==> src/rtl/vote_rx_pkg.sv <==
// Shared definitions for the majority-vote serial receiver: FSM state
// encodings and the sample/decision offsets derived from the oversampling ratio.
package vote_rx_pkg;

    typedef enum logic [1:0] {
        ST_IDLE  = 2'd0,
        ST_START = 2'd1,
        ST_DATA  = 2'd2,
        ST_STOP  = 2'd3
    } state_t;

    // Three samples straddle mid-bit; the vote is taken one clock after the last.
    function automatic int samp0_off(input int osr);
        return osr / 2 - 1;
    endfunction

    function automatic int samp1_off(input int osr);
        return osr / 2;
    endfunction

    function automatic int samp2_off(input int osr);
        return osr / 2 + 1;
    endfunction

    function automatic int dec_off(input int osr);
        return osr / 2 + 2;
    endfunction

endpackage

==> src/rtl/vote_rx_maj3.sv <==
// Combinational 3-input majority voter: output follows at least two inputs.
module maj3 (
    input  logic i_a,
    input  logic i_b,
    input  logic i_c,
    output logic o_f
);

    assign o_f = (i_a & i_b) | (i_b & i_c) | (i_a & i_c);

endmodule

==> src/rtl/vote_rx.sv <==
// Oversampled 8N1-style receiver. Each bit is sampled three times around
// mid-bit and resolved by majority vote, so single-sample glitches are ignored.
module vote_rx
    import vote_rx_pkg::*;
#(
    parameter int OSR       = 16,
    parameter int DATA_BITS = 8
) (
    input  logic                 clk,
    input  logic                 rst,
    input  logic                 rxd,
    output logic [DATA_BITS-1:0] data,
    output logic                 valid,
    output logic                 frame_err
);

    localparam int CW = $clog2(OSR);
    localparam int IW = (DATA_BITS > 1) ? $clog2(DATA_BITS) : 1;

    localparam logic [CW-1:0] C_S0   = CW'(samp0_off(OSR));
    localparam logic [CW-1:0] C_S1   = CW'(samp1_off(OSR));
    localparam logic [CW-1:0] C_S2   = CW'(samp2_off(OSR));
    localparam logic [CW-1:0] C_DEC  = CW'(dec_off(OSR));
    localparam logic [CW-1:0] C_LAST = CW'(OSR - 1);
    localparam logic [IW-1:0] I_LAST = IW'(DATA_BITS - 1);

    logic                 r_sync1;
    logic                 r_sync2;
    logic                 r_s0;
    logic                 r_s1;
    logic                 r_s2;
    state_t               r_state;
    logic [CW-1:0]        r_cnt;
    logic [IW-1:0]        r_idx;
    logic [DATA_BITS-1:0] r_sr;
    logic [DATA_BITS-1:0] r_data;
    logic                 r_valid;
    logic                 r_ferr;

    logic                 w_rxd_s;
    logic                 w_vote;
    logic [CW-1:0]        w_cnt_next;

    assign w_rxd_s    = r_sync2;
    assign w_cnt_next = (r_cnt == C_LAST) ? '0 : r_cnt + 1'b1;

    assign data      = r_data;
    assign valid     = r_valid;
    assign frame_err = r_ferr;

    maj3 u_maj3 (
        .i_a (r_s0),
        .i_b (r_s1),
        .i_c (r_s2),
        .o_f (w_vote)
    );

    // Two-flop synchronizer for the asynchronous line; resets to idle-high.
    always_ff @(posedge clk) begin
        if (rst) begin
            r_sync1 <= 1'b1;
            r_sync2 <= 1'b1;
        end else begin
            r_sync1 <= rxd;
            r_sync2 <= r_sync1;
        end
    end

    // Capture the three mid-bit samples that feed the majority voter.
    always_ff @(posedge clk) begin
        if (rst) begin
            r_s0 <= 1'b1;
            r_s1 <= 1'b1;
            r_s2 <= 1'b1;
        end else if (r_state != ST_IDLE) begin
            if (r_cnt == C_S0) r_s0 <= w_rxd_s;
            if (r_cnt == C_S1) r_s1 <= w_rxd_s;
            if (r_cnt == C_S2) r_s2 <= w_rxd_s;
        end
    end

    // Frame FSM with bit timing counters, shift register and registered strobes.
    always_ff @(posedge clk) begin
        if (rst) begin
            r_state <= ST_IDLE;
            r_cnt   <= '0;
            r_idx   <= '0;
            r_sr    <= '0;
            r_data  <= '0;
            r_valid <= 1'b0;
            r_ferr  <= 1'b0;
        end else begin
            r_valid <= 1'b0;
            r_ferr  <= 1'b0;
            case (r_state)
                ST_IDLE: begin
                    // The falling edge itself counts as sample 0 of the start bit.
                    if (!w_rxd_s) begin
                        r_state <= ST_START;
                        r_cnt   <= CW'(1);
                    end
                end
                ST_START: begin
                    r_cnt <= w_cnt_next;
                    if (r_cnt == C_DEC && w_vote) begin
                        // Start bit did not hold low: treat as noise.
                        r_state <= ST_IDLE;
                        r_cnt   <= '0;
                    end else if (r_cnt == C_LAST) begin
                        r_state <= ST_DATA;
                        r_idx   <= '0;
                    end
                end
                ST_DATA: begin
                    r_cnt <= w_cnt_next;
                    if (r_cnt == C_DEC) begin
                        r_sr <= {w_vote, r_sr} >> 1;
                    end
                    if (r_cnt == C_LAST) begin
                        if (r_idx == I_LAST) begin
                            r_state <= ST_STOP;
                        end else begin
                            r_idx <= r_idx + 1'b1;
                        end
                    end
                end
                ST_STOP: begin
                    // Decide at the stop-bit vote and leave early so that a
                    // back-to-back start edge is never missed.
                    if (r_cnt == C_DEC) begin
                        r_state <= ST_IDLE;
                        r_cnt   <= '0;
                        if (w_vote) begin
                            r_data  <= r_sr;
                            r_valid <= 1'b1;
                        end else begin
                            r_ferr <= 1'b1;
                        end
                    end else begin
                        r_cnt <= w_cnt_next;
                    end
                end
                default: begin
                    r_state <= ST_IDLE;
                    r_cnt   <= '0;
                end
            endcase
        end
    end

endmodule
==> config.mk <==
export PLATFORM = sky130hd
export DESIGN_NAME = vote_rx
export DESIGN_NICKNAME = d
export VERILOG_FILES = /design/src/rtl/vote_rx_pkg.sv /design/src/rtl/vote_rx_maj3.sv /design/src/rtl/vote_rx.sv
export SDC_FILE = /design/constraint.sdc
export NUM_CORES = 1
export LEC_CHECK = 0
export CORE_ASPECT_RATIO = 1.4
export CORE_MARGIN = 4
export CORE_UTILIZATION = 40
export DETAILED_ROUTE_END_ITERATION = 10
export PLACE_DENSITY_LB_ADDON = 0.3
export SLEW_MARGIN = 20
export SYNTH_ARGS = -nofsm -noshare
export SYNTH_HDL_FRONTEND = slang
export SYNTH_SLANG_ARGS = --single-unit
==> constraint.sdc <==
create_clock -name clk -period 1.46 [get_ports clk]
set_input_delay 0.365 -clock clk [delete_from_list [all_inputs] [get_ports clk]]
set_output_delay 0.365 -clock clk [all_outputs]
set_load 0.05 [all_outputs]
==> flow_metrics.tcl, run 1 <==
set metrics [dict create \
    post-place-ws_ns -0.145 \
    synth_common_cells "32 x dfxtp_1, 21 x nand2_1, 16 x nand3_1" \
    period_share_pct 101 \
    synth.distinct_cells 36 \
    synth_area_um2 1470 \
    drt_wl_total_mm 3.04 \
    cts_max_level 2 \
    clkPwrFrac_pct 41.4 \
    seq_power_share_pct 53.9 \
    whs_ns 0.423 \
    switchingPower_uw 359 \
    port_buffers 12 \
    hold_class "reg -> reg" \
    num_vias 1295 \
    design.core.area_um2 3470 \
    p_leak_uw 0.000694 \
    clock.fmax_mhz 677 \
    hold_viol 0 \
    drive_above_1_share_pct 25.5 \
    pwr-share-comb_pct 4.7 \
    grt_antenna_before_repair 0 \
    r2r_cells 5 \
    yosysWarnings 0 \
    r2r_slack_ns -0.02 \
    first_global_vias 1287 \
    crit_path_cell_trace "ha_4, ha_4, or3b_4, a21oi_4, mux2i_1" \
    wl_met1_mm 1.20 \
    netlist.area_leader.share_pct 43.6 \
    clk_pin_slew_ns 0.06 \
    cp_slowest_cell "or3b_4" \
    drt_pass1_iterations 4 \
    tightest_slew_ns 0.303 \
    cts_hold_buffers 0 \
    violations "negative setup slack" \
    slew_headroom_pct 79.8 \
    vias_per_cell 5.58 \
    hold_depth 1 \
    grt_overflow 0 \
    dpl.hpwl_mm 2.34 \
    critical_path.top_delay_family "simple AND/OR/NAND/NOR gates" \
    die_w_um 59.2 \
    routed.top_layer "met4" \
    drt_iter0_drc 22 \
    syn_nets 177 \
    p_per_area_nw_per_um2 835 \
    tritoncts "done" \
    start_kind "flip-flop" \
    rsz0062_at_grt "true" \
    dieHeight_um 79.7 \
    cp-end-kind "flip-flop" \
    diodes 0 \
    max_cap_viol_count 0 \
    cp_num_buf_inv 0 \
    cts_made_buffers 5 \
    cp.depth 5 \
    clockRootBuffer "clkbuf_8" \
    die_area_um2 4720 \
    status "finished with violations" \
    swShare_pct 21.7 \
    finalSetupViolCount 3 \
    place.gp.congestion 0.900 \
    crit_path_frequent_cell "ha_4" \
    start_util_pct 42.3 \
    yosys-top-cells-area "dfxtp_1 44%, mux2i_1 7.5%, nand3_1 5.5%" \
    layout.nets 200 \
    boundaryPins 13 \
    routed-wl-met2_mm 1.61 \
    synth_most_common_cell "dfxtp_1" \
    ys.flop_type "dfxtp_1" \
    drcViolationCount 0 \
    clk_latency_ns 0.28 \
    cts_sinks 32 \
    routedWlPerCell_um 13.1 \
    wl_met3_um 138 \
    finClkSkew_ns 0.00568 \
    syn2layout_area_growth_pct 35.3 \
    worstPathRequired_ns 1.67 \
    syn_inst 168 \
    slowest_delay_ns 0.38 \
    worstPathArrival_ns 1.69 \
    yosysSeqAreaShare_pct 43.6 \
    async_reset_ff_share_pct 0 \
    drt.antenna.violating_nets 0 \
    drv_slew 0 \
    internal_power_uw 1300 \
    grt_max_degree 25 \
    period_minus_slack_ns 1.48 \
    rows 25 \
    grt_pass1_wl_mm 5.45 \
    clock_path_buffers 2 \
    path_max_fanout 3 \
    worst_slack_ns -0.0173 \
    synth_area_leader_cell "dfxtp_1" \
    synth_edf_count 0 \
    synth-seq-cells 32 \
    track_usage_pct 14.8 \
    ir_drop_v 0.000661 \
    syn_avg_cell_area_um2 8.74 \
    critPathKind "reg -> reg" \
]
==> placed cells by master, fill, tap and decap left out, drive strengths merged, types with 2 or more instances in the layout <==
cell type       n
a21oi          10
a31oi           4
and4            3
and4b           2
buf            25
clkbuf          8
clkdlybuf4s50   2
dfxtp          32
ha              6
inv             6
mux2i          11
nand2          21
nand2b          2
nand3          16
nor2            3
nor2b           4
o21ai          15
o31ai           2
or2             3
or4             2
==> metal layers <==
| metal | GRT usage (%) | vias to the layer above |
|---|---|---|
| met5 | 0 | - |
| met2 | 25.8 | 33 |
| met3 | 5.34 | 11 |
| met1 | 15.1 | 610 |
| met4 | 7.26 | 0 |
| li1 | - | 641 |
==> stage by stage <==
stage / cell area (µm²) / cells / total power, µW / setup TNS (ns) / utilization (%)
floorplan: 1500 / 168 / 953 / -0.00988 / -
global placement: 1860 / 224 / 985 / -0.497 / 53.6
detailed placement: 1860 / 224 / 988 / -1.42 / 53.6
CTS: 1970 / 232 / 1680 / -0.149 / 56.7
global route: 1990 / 232 / 1740 / -0.237 / 57.2
finish: 1990 / 232 / 1660 / -0.0391 / 57.2
==> worst reg2reg max path: stages (launching register included) <==
cell     delay (ns)
dfxtp_2        0.34
ha_4           0.16
ha_4           0.15
or3b_4         0.38
a21oi_4        0.19
mux2i_1        0.19
==> layout make-up <==
type,instances,area (µm²)
clock buffers,8,90.1
fillers,314,1490
multi-input cells,119,816
flip-flops and latches,32,651
inverters,6,22.5
repair buffers,27,358
well taps,40,50.0
==> flip-flops by register name, indices dropped and copies added, names as in the netlist, named ones only <==
signal,cells
r_s0,1
r_sr,8
r_sync2,1
r_cnt,4
r_sync1,1
frame_err,1
r_state,1
r_idx,3
r_s2,1
r_s1,1
valid,1
data,8
==> cell families (layout without fill, tap and decap cells) <==
logic type               count (synthesis)  in the layout  synth area share [%]
AND/OR/NAND/NOR                         63             63                  23.1
AO/OA/AOI/OAI                           38             38                  15.2
flip-flops                              32             32                  43.6
buffers and inverters                   17             41                  4.68
multiplexers                            11             11                  7.50
adder cells (fa/ha/maj)                  7              7                  5.88
==> repair_timing <==
item / CTS / global route
gates resized for setup: 6 / 6
cloned: 0 / 0
setup endpoints to repair: 12 / 24
pin swaps: 5 / 3
setup buffers: 0 / 0
endpoints found under the hold margin: 0 / 0
==> power groups by stage <==
stage	logic [µW]	clock network (µW)	registers, µW
final	78.0	687	893
after global routing	87.7	760	894
after global placement	73.4	0	912
after floorplan	45.3	0	908
after detailed placement	75.4	0	912
after CTS	76.7	710	894
==> path summary, 6_finish.rpt <==
| kind | start | endpoint |
|---|---|---|
| min reg2reg | r_sync1$_SDFF_PP1_ | r_sync2$_SDFF_PP1_ |
| max | r_idx[0]$_SDFFE_PP0P_ | r_idx[0]$_SDFFE_PP0P_ |
| max reg2reg | r_idx[0]$_SDFFE_PP0P_ | r_idx[0]$_SDFFE_PP0P_ |
| min | r_sync1$_SDFF_PP1_ | r_sync2$_SDFF_PP1_ |
Power figures use the tool's default switching activity.
==> run 2: changes to the inputs <==
--- a/config.mk
+++ b/config.mk
@@ -8,6 +8,7 @@
 export CORE_ASPECT_RATIO = 1.4
 export CORE_MARGIN = 4
 export CORE_UTILIZATION = 40
+export CTS_CLUSTER_SIZE = 16
 export DETAILED_ROUTE_END_ITERATION = 10
 export PLACE_DENSITY_LB_ADDON = 0.3
 export SLEW_MARGIN = 20
==> results of run 2 <==
Final layout, timing and power as in run 1 (identical DEF).
